--- src/rtl/mdu_seq_pkg.sv ---
// Shared encodings and helpers for the multi-cycle multiply/divide unit.
`timescale 1ns/1ps
package mdu_seq_pkg;

   localparam int MDU_OP_W = 2;

   typedef enum logic [MDU_OP_W-1:0] {
      MDU_OP_MULT  = 2'b00,
      MDU_OP_MULTU = 2'b01,
      MDU_OP_DIV   = 2'b10,
      MDU_OP_DIVU  = 2'b11
   } mdu_op_e;

   function automatic logic op_is_div(input mdu_op_e op);
      return op[1];
   endfunction

   function automatic logic op_is_signed(input mdu_op_e op);
      return ~op[0];
   endfunction

endpackage

--- src/rtl/mdu_abs.sv ---
// Parameterised two's-complement conditional negate: magnitude extraction and sign fix-up.
`timescale 1ns/1ps
module mdu_abs #(
   parameter int W = 32
) (
   input  logic [W-1:0] data_i,
   input  logic         neg_i,
   output logic [W-1:0] data_o
);

   assign data_o = neg_i ? (~data_i + W'(1)) : data_i;

endmodule

--- src/rtl/mdu_seq.sv ---
// Multi-cycle MULT/MULTU/DIV/DIVU unit owning HI/LO: radix-2 shift-add / restoring
// shift-subtract on operand magnitudes, then a one-cycle sign fix-up.
`timescale 1ns/1ps
module mdu_seq
   import mdu_seq_pkg::*;
#(
   parameter int DP_WIDTH  = 32,
   parameter int CNT_WIDTH = 5
) (
   input  logic                clk,
   input  logic                rst,
   input  logic                start,
   input  logic [MDU_OP_W-1:0] op,
   input  logic [DP_WIDTH-1:0] a,
   input  logic [DP_WIDTH-1:0] b,
   input  logic                hi_we,
   input  logic                lo_we,
   input  logic [DP_WIDTH-1:0] wdata,
   output logic                busy,
   output logic                done,
   output logic                div_by_zero,
   output logic [DP_WIDTH-1:0] hi,
   output logic [DP_WIDTH-1:0] lo
);

   localparam int W = DP_WIDTH;

   typedef enum logic [2:0] {S_IDLE, S_MUL, S_DIV, S_FIXUP, S_DONE} state_e;

   state_e               state_q, state_d;
   mdu_op_e              op_q, op_d;
   logic                 sa_q, sa_d, sb_q, sb_d;
   logic                 dbz_q, dbz_d;
   logic [CNT_WIDTH-1:0] cnt_q, cnt_d;
   logic [W-1:0]         acc_hi_q, acc_hi_d;   // P_hi while multiplying, remainder while dividing
   logic [W-1:0]         acc_lo_q, acc_lo_d;   // P_lo while multiplying, quotient while dividing
   logic [W-1:0]         mag_b_q, mag_b_d;
   logic [W-1:0]         hi_q, hi_d, lo_q, lo_d;

   mdu_op_e      op_in;
   logic         in_signed, accept;
   logic [W-1:0] mag_a, mag_b;
   logic [W-1:0] mul_add;
   logic [W:0]   mul_sum;
   logic [W:0]   rem_sh;
   logic         rem_ge;
   logic [W-1:0] rem_sub;
   logic [2*W-1:0] prod_fix;
   logic [W-1:0] quo_fix, rem_fix;

   assign op_in     = mdu_op_e'(op);
   assign in_signed = op_is_signed(op_in);
   assign accept    = start && (state_q == S_IDLE || state_q == S_DONE);

   mdu_abs #(.W(W)) u_abs_a (.data_i(a), .neg_i(in_signed & a[W-1]), .data_o(mag_a));
   mdu_abs #(.W(W)) u_abs_b (.data_i(b), .neg_i(in_signed & b[W-1]), .data_o(mag_b));

   assign mul_add = acc_lo_q[0] ? mag_b_q : '0;
   assign mul_sum = {1'b0, acc_hi_q} + {1'b0, mul_add};

   // The shifted partial remainder needs W+1 bits; the difference always fits back in W.
   assign rem_sh  = {acc_hi_q, acc_lo_q[W-1]};
   assign rem_ge  = rem_sh >= {1'b0, mag_b_q};
   assign rem_sub = rem_sh[W-1:0] - mag_b_q;

   mdu_abs #(.W(2*W)) u_fix_prod (
      .data_i({acc_hi_q, acc_lo_q}),
      .neg_i ((op_q == MDU_OP_MULT) & (sa_q ^ sb_q)),
      .data_o(prod_fix)
   );
   mdu_abs #(.W(W)) u_fix_quo (
      .data_i(acc_lo_q), .neg_i((op_q == MDU_OP_DIV) & (sa_q ^ sb_q)), .data_o(quo_fix)
   );
   mdu_abs #(.W(W)) u_fix_rem (
      .data_i(acc_hi_q), .neg_i((op_q == MDU_OP_DIV) & sa_q), .data_o(rem_fix)
   );

   always_comb begin
      // NOTE: every next-state variable takes its held value first so no path infers a latch.
      state_d  = state_q;
      op_d     = op_q;
      sa_d     = sa_q;
      sb_d     = sb_q;
      dbz_d    = dbz_q;
      cnt_d    = cnt_q;
      acc_hi_d = acc_hi_q;
      acc_lo_d = acc_lo_q;
      mag_b_d  = mag_b_q;
      hi_d     = hi_q;
      lo_d     = lo_q;

      case (state_q)
         S_IDLE, S_DONE: begin
            state_d = S_IDLE;
            if (accept) begin
               op_d     = op_in;
               sa_d     = a[W-1];
               sb_d     = b[W-1];
               mag_b_d  = mag_b;
               dbz_d    = 1'b0;
               cnt_d    = '0;
               acc_hi_d = '0;
               acc_lo_d = mag_a;
               if (op_is_div(op_in) && b == '0) begin
                  dbz_d   = 1'b1;
                  hi_d    = a;
                  lo_d    = '1;
                  state_d = S_DONE;
               end else begin
                  state_d = op_is_div(op_in) ? S_DIV : S_MUL;
               end
            end else begin
               if (hi_we) hi_d = wdata;
               if (lo_we) lo_d = wdata;
            end
         end
         S_MUL: begin
            acc_hi_d = mul_sum[W:1];
            acc_lo_d = {mul_sum[0], acc_lo_q[W-1:1]};
            cnt_d    = cnt_q + CNT_WIDTH'(1);
            if (cnt_q == '1) state_d = S_FIXUP;
         end
         S_DIV: begin
            acc_hi_d = rem_ge ? rem_sub : rem_sh[W-1:0];
            acc_lo_d = {acc_lo_q[W-2:0], rem_ge};
            cnt_d    = cnt_q + CNT_WIDTH'(1);
            if (cnt_q == '1) state_d = S_FIXUP;
         end
         S_FIXUP: begin
            if (op_is_div(op_q)) begin
               hi_d = rem_fix;
               lo_d = quo_fix;
            end else begin
               {hi_d, lo_d} = prod_fix;
            end
            state_d = S_DONE;
         end
         default: state_d = S_IDLE;
      endcase
   end

   always_ff @(posedge clk or negedge rst) begin
      if (!rst) begin
         state_q  <= S_IDLE;
         op_q     <= MDU_OP_MULT;
         sa_q     <= 1'b0;
         sb_q     <= 1'b0;
         dbz_q    <= 1'b0;
         cnt_q    <= '0;
         acc_hi_q <= '0;
         acc_lo_q <= '0;
         mag_b_q  <= '0;
         hi_q     <= '0;
         lo_q     <= '0;
      end else begin
         // NOTE: non-blocking updates so every register samples the pre-edge values.
         state_q  <= state_d;
         op_q     <= op_d;
         sa_q     <= sa_d;
         sb_q     <= sb_d;
         dbz_q    <= dbz_d;
         cnt_q    <= cnt_d;
         acc_hi_q <= acc_hi_d;
         acc_lo_q <= acc_lo_d;
         mag_b_q  <= mag_b_d;
         hi_q     <= hi_d;
         lo_q     <= lo_d;
      end
   end

   assign busy        = (state_q == S_MUL) || (state_q == S_DIV) || (state_q == S_FIXUP);
   assign done        = (state_q == S_DONE);
   assign div_by_zero = dbz_q;
   assign hi          = hi_q;
   assign lo          = lo_q;

endmodule

--- config.mk ---
export PLATFORM = sky130hd
export DESIGN_NAME = mdu_seq
export DESIGN_NICKNAME = d
export VERILOG_FILES = /design/src/rtl/mdu_seq_pkg.sv /design/src/rtl/mdu_abs.sv /design/src/rtl/mdu_seq.sv
export SDC_FILE = /design/constraint.sdc
export NUM_CORES = 1
export LEC_CHECK = 0
export ABC_AREA = 1
export CAP_MARGIN = 10
export CORE_AREA = 10 10 248 250
export CTS_BUF_LIST = sky130_fd_sc_hd__clkbuf_4
export CTS_CLUSTER_SIZE = 8
export DETAILED_ROUTE_END_ITERATION = 16
export DIE_AREA = 0 0 258 260
export PLACE_DENSITY_LB_ADDON = 0.2
export SLEW_MARGIN = 20
export SYNTH_ARGS = -nofsm -noshare
export SYNTH_HDL_FRONTEND = slang
export SYNTH_SLANG_ARGS = --single-unit
--- constraint.sdc ---
create_clock -name clk -period 2.7 [get_ports clk]
set_input_delay 0.405 -clock clk [delete_from_list [all_inputs] [get_ports clk]]
set_output_delay 0.405 -clock clk [all_outputs]
set_load 0.05 [all_outputs]
==> flow_summary.toml <==
[place]
post-place-cells = 3900
port_buffers = 169
gp_congestion = 1.04
dpl_cell_area_sq_um = 21400
dp_hpwl_um = 77400

[yosys]
ys_seq_elements = 173
synth_top_area_share = 0.258
synth_top_cell_by_area = "dfrtp_1"
async_reset_ff_frac = 1.00
synth_cells = 2782
yosys.cell_types.count = 48
synth.avg_cell_area_sq_um = 6.04
netlist_area_sq_um = 16800
ys_top_cells_by_area = "dfrtp_1 (26%), nand2_1 (16%), nand3_1 (9.4%)"
synth_edf_count = 0
synth_nets = 2957
seq_area_frac_synth = 0.258
ys.flop_type = "dfrtp_1"
yosys_warnings = 0

[clocking]
clkLatencyLatePin_ns = 0.80
cts-root-buf = "clkbuf_4"
cts_tree = "built"
htree_levels = 4
clk_pin_slew_ns = 0.19
clock_sinks = 173
clock_path_buffers = 2
cts_inserted_buffers = 17

[layout]
finalNonFillerCells = 3944
nNetsFinal = 3342
seq_area_sq_um = 4340
final_layout_size_suffix_gt1_frac = 0.128
multi_input_area_sq_um = 11000
fin_util = 0.389
fin_area_sq_um = 21900
area_growth_syn_to_layout_pct = 30.2
fillCellCount = 6229

[sta]
holdWs_ns = 0.141
period_share = 0.990
setup-violations-final = 0
hold_viol = 0
tightest_slew_ns = 0.811
min_period_ns = 2.67
fmax_mhz = 374
max_slew_margin = 0.454
finClkSkew_ns = 0.0385
slew_viol_final = 0

[critical_path]
crit_type = "reg2reg"
path_max_fanout = 12
critPathLaunchType = "register"
arrival_ns = 3.37
required_ns = 3.40
end_kind = "register"

[grt]
grt_pass1_wl_um = 133000
gr-total-overflow = 0
grt_max_degree = 60
antenna_found_initial = 2
track_usage = 0.267
grt_pass1_vias = 20200

[die]
io_pins = 170
rows = 87
coreArea_sq_um = 56300
die-area_sq_um = 67100
dieWidth_um = 258
start_util = 0.299
die_y_um = 260

[run_status]
run_status = "complete, no violations"

[detailed_routing]
drcViolationCount = 0
drtIter0Drc = 2098
dr.pass1.iters = 6
wire_per_inst_um = 23.3
viasPerCell = 5.31
num_vias = 21000
wl_um = 91900
ant_nets = 0

[flow_run]
cap_violations = 0

[pwr]
ir_drop_uv = 754
p_per_area_nw_per_um2 = 1620
cellLeakagePower_nw = 10.5

[min_path]
hp-class = "in2async"
## routing by layer
metal	routed length, um	up-vias	track usage
li1	-	9983	-
met1	37500	10100	0.321
met2	44600	747	0.457
met3	4860	161	0.0364
met4	4970	0	0.138
met5	0	-	0
## per-stage QoR
| stage | worst slack, ns | TNS (ns) | power, mW |
|---|---|---|---|
| after floorplan | 0.0902 | 0 | 20.7 |
| after global placement | -0.0772 | -0.261 | 33.0 |
| after detailed placement | -0.0820 | -0.374 | 32.9 |
| after CTS | 0.0154 | 0 | 34.8 |
| after global routing | -0.000446 | -0.000446 | 38.0 |
| final | 0.0274 | 0 | 35.4 |
## registers in the layout, summed over array words and instances, names as in the netlist, 2 cells and up
register / cells
acc_hi_q: 32
acc_lo_q: 32
cnt_q: 5
hi: 32
lo: 32
mag_b_q: 32
op_q: 2
state_q: 3
## final cells by class
class / count / share of cell area
Multi-Input combinational cell: 2186 / 0.501
Sequential cell: 173 / 0.198
Timing Repair Buffer: 457 / 0.186
Inverter: 332 / 0.0569
Tap cell: 756 / 0.0432
Clock inverter: 15 / 0.00806
Clock buffer: 17 / 0.00583
Antenna cell: 8 / 0.000915
## kinds of logic (layout without fill, tap and decap cells)
| kind of cell | Yosys count | in the layout | share of synthesized area |
|---|---|---|---|
| and+or+nand+nor | 1517 | 1517 | 0.383 |
| AOI/OAI and AO/OA | 550 | 550 | 0.181 |
| buffers and inverters | 423 | 821 | 0.0992 |
| DFF | 173 | 173 | 0.258 |
| adders and majority gates | 72 | 72 | 0.0545 |
| xor gates and xnor gates | 47 | 47 | 0.0245 |
| other | 0 | 8 | 0 |
## report_power, final
part / internal [mW] / switching, mW
logic: 9.94 / 18.4
clock network: 0.509 / 1.26
registers: 3.96 / 1.40
total: 14.4 / 21.0
## final timing paths
path	startpoint	end	slack, ns	cells past startpoint
worst max-delay path	acc_lo_q[0]	acc_hi_q[30]	0.03	13
worst min-delay path	rst	acc_lo_q[5]	0.14	2
worst max register to register	acc_lo_q[0]	acc_hi_q[30]	0.03	13
worst min register to register	lo[3]	lo[3]	0.50	2
max in group asynchronous	rst	mag_b_q[8]	1.72	3
min in group clk	b[25]	mag_b_q[25]	0.31	4
## placed cells by master (no fill, tap or decap), types with 13 or more instances in the layout
cell	count
clkdlybuf4s50_1	166
buf_4	270
xnor2_1	15
nand4_1	43
nand2_1	724
nand3_1	311
a221oi_1	20
ha_1	65
nor3_1	38
o21a_1	15
buf_12	16
xor2_1	31
nor2_1	333
a21oi_1	187
inv_1	317
inv_2	15
o22ai_1	13
clkbuf_4	17
o21ai_1	59
o21ai_0	183
dfrtp_1	166
or2_2	13
## timing repair
action,4_1_cts,5_1_grt
setup endpoints to repair,6,44
pin swaps,1,2
buffers inserted,0,3
hold buffers,1,0
hold endpoints to repair,53,0
gates resized for setup,6,48
## synth_stat cells, types with 3 or more instances
cell type and count:
a22oi_1 13, buf_4 7, nand3b_1 8, buf_1 4
o21a_1 15, xnor2_1 16, inv_2 15, a31oi_1 4
o21ai_1 53, nor3_1 39, clkbuf_1 47, or2_1 3
a21boi_0 10, ha_1 70, nor4_1 7, nand4_1 43
nor2_1 337, nand3_1 315, o22ai_1 13, xor2_1 31
o21bai_1 13, nand2_2 6, or2_2 13, o31ai_1 7
buf_2 31, nand2_1 726, o211ai_1 6, dfrtp_1 173
nor2_2 7, a221oi_1 20, a21o_1 3, a21oi_1 197
inv_1 317, o21ai_0 190
## critical path, cell delays in order (launching register included)
cell	delay (ns)
dfrtp_1	0.42
buf_4	0.18
buf_4	0.14
nand2_1	0.12
inv_1	0.07
ha_1	0.37
a21oi_1	0.23
o21ai_0	0.19
a21oi_1	0.16
o21ai_0	0.14
a21oi_1	0.26
nand3_1	0.10
nand3_1	0.14
nand3_1	0.08
Note: power is estimated with default switching activity, not from simulation.
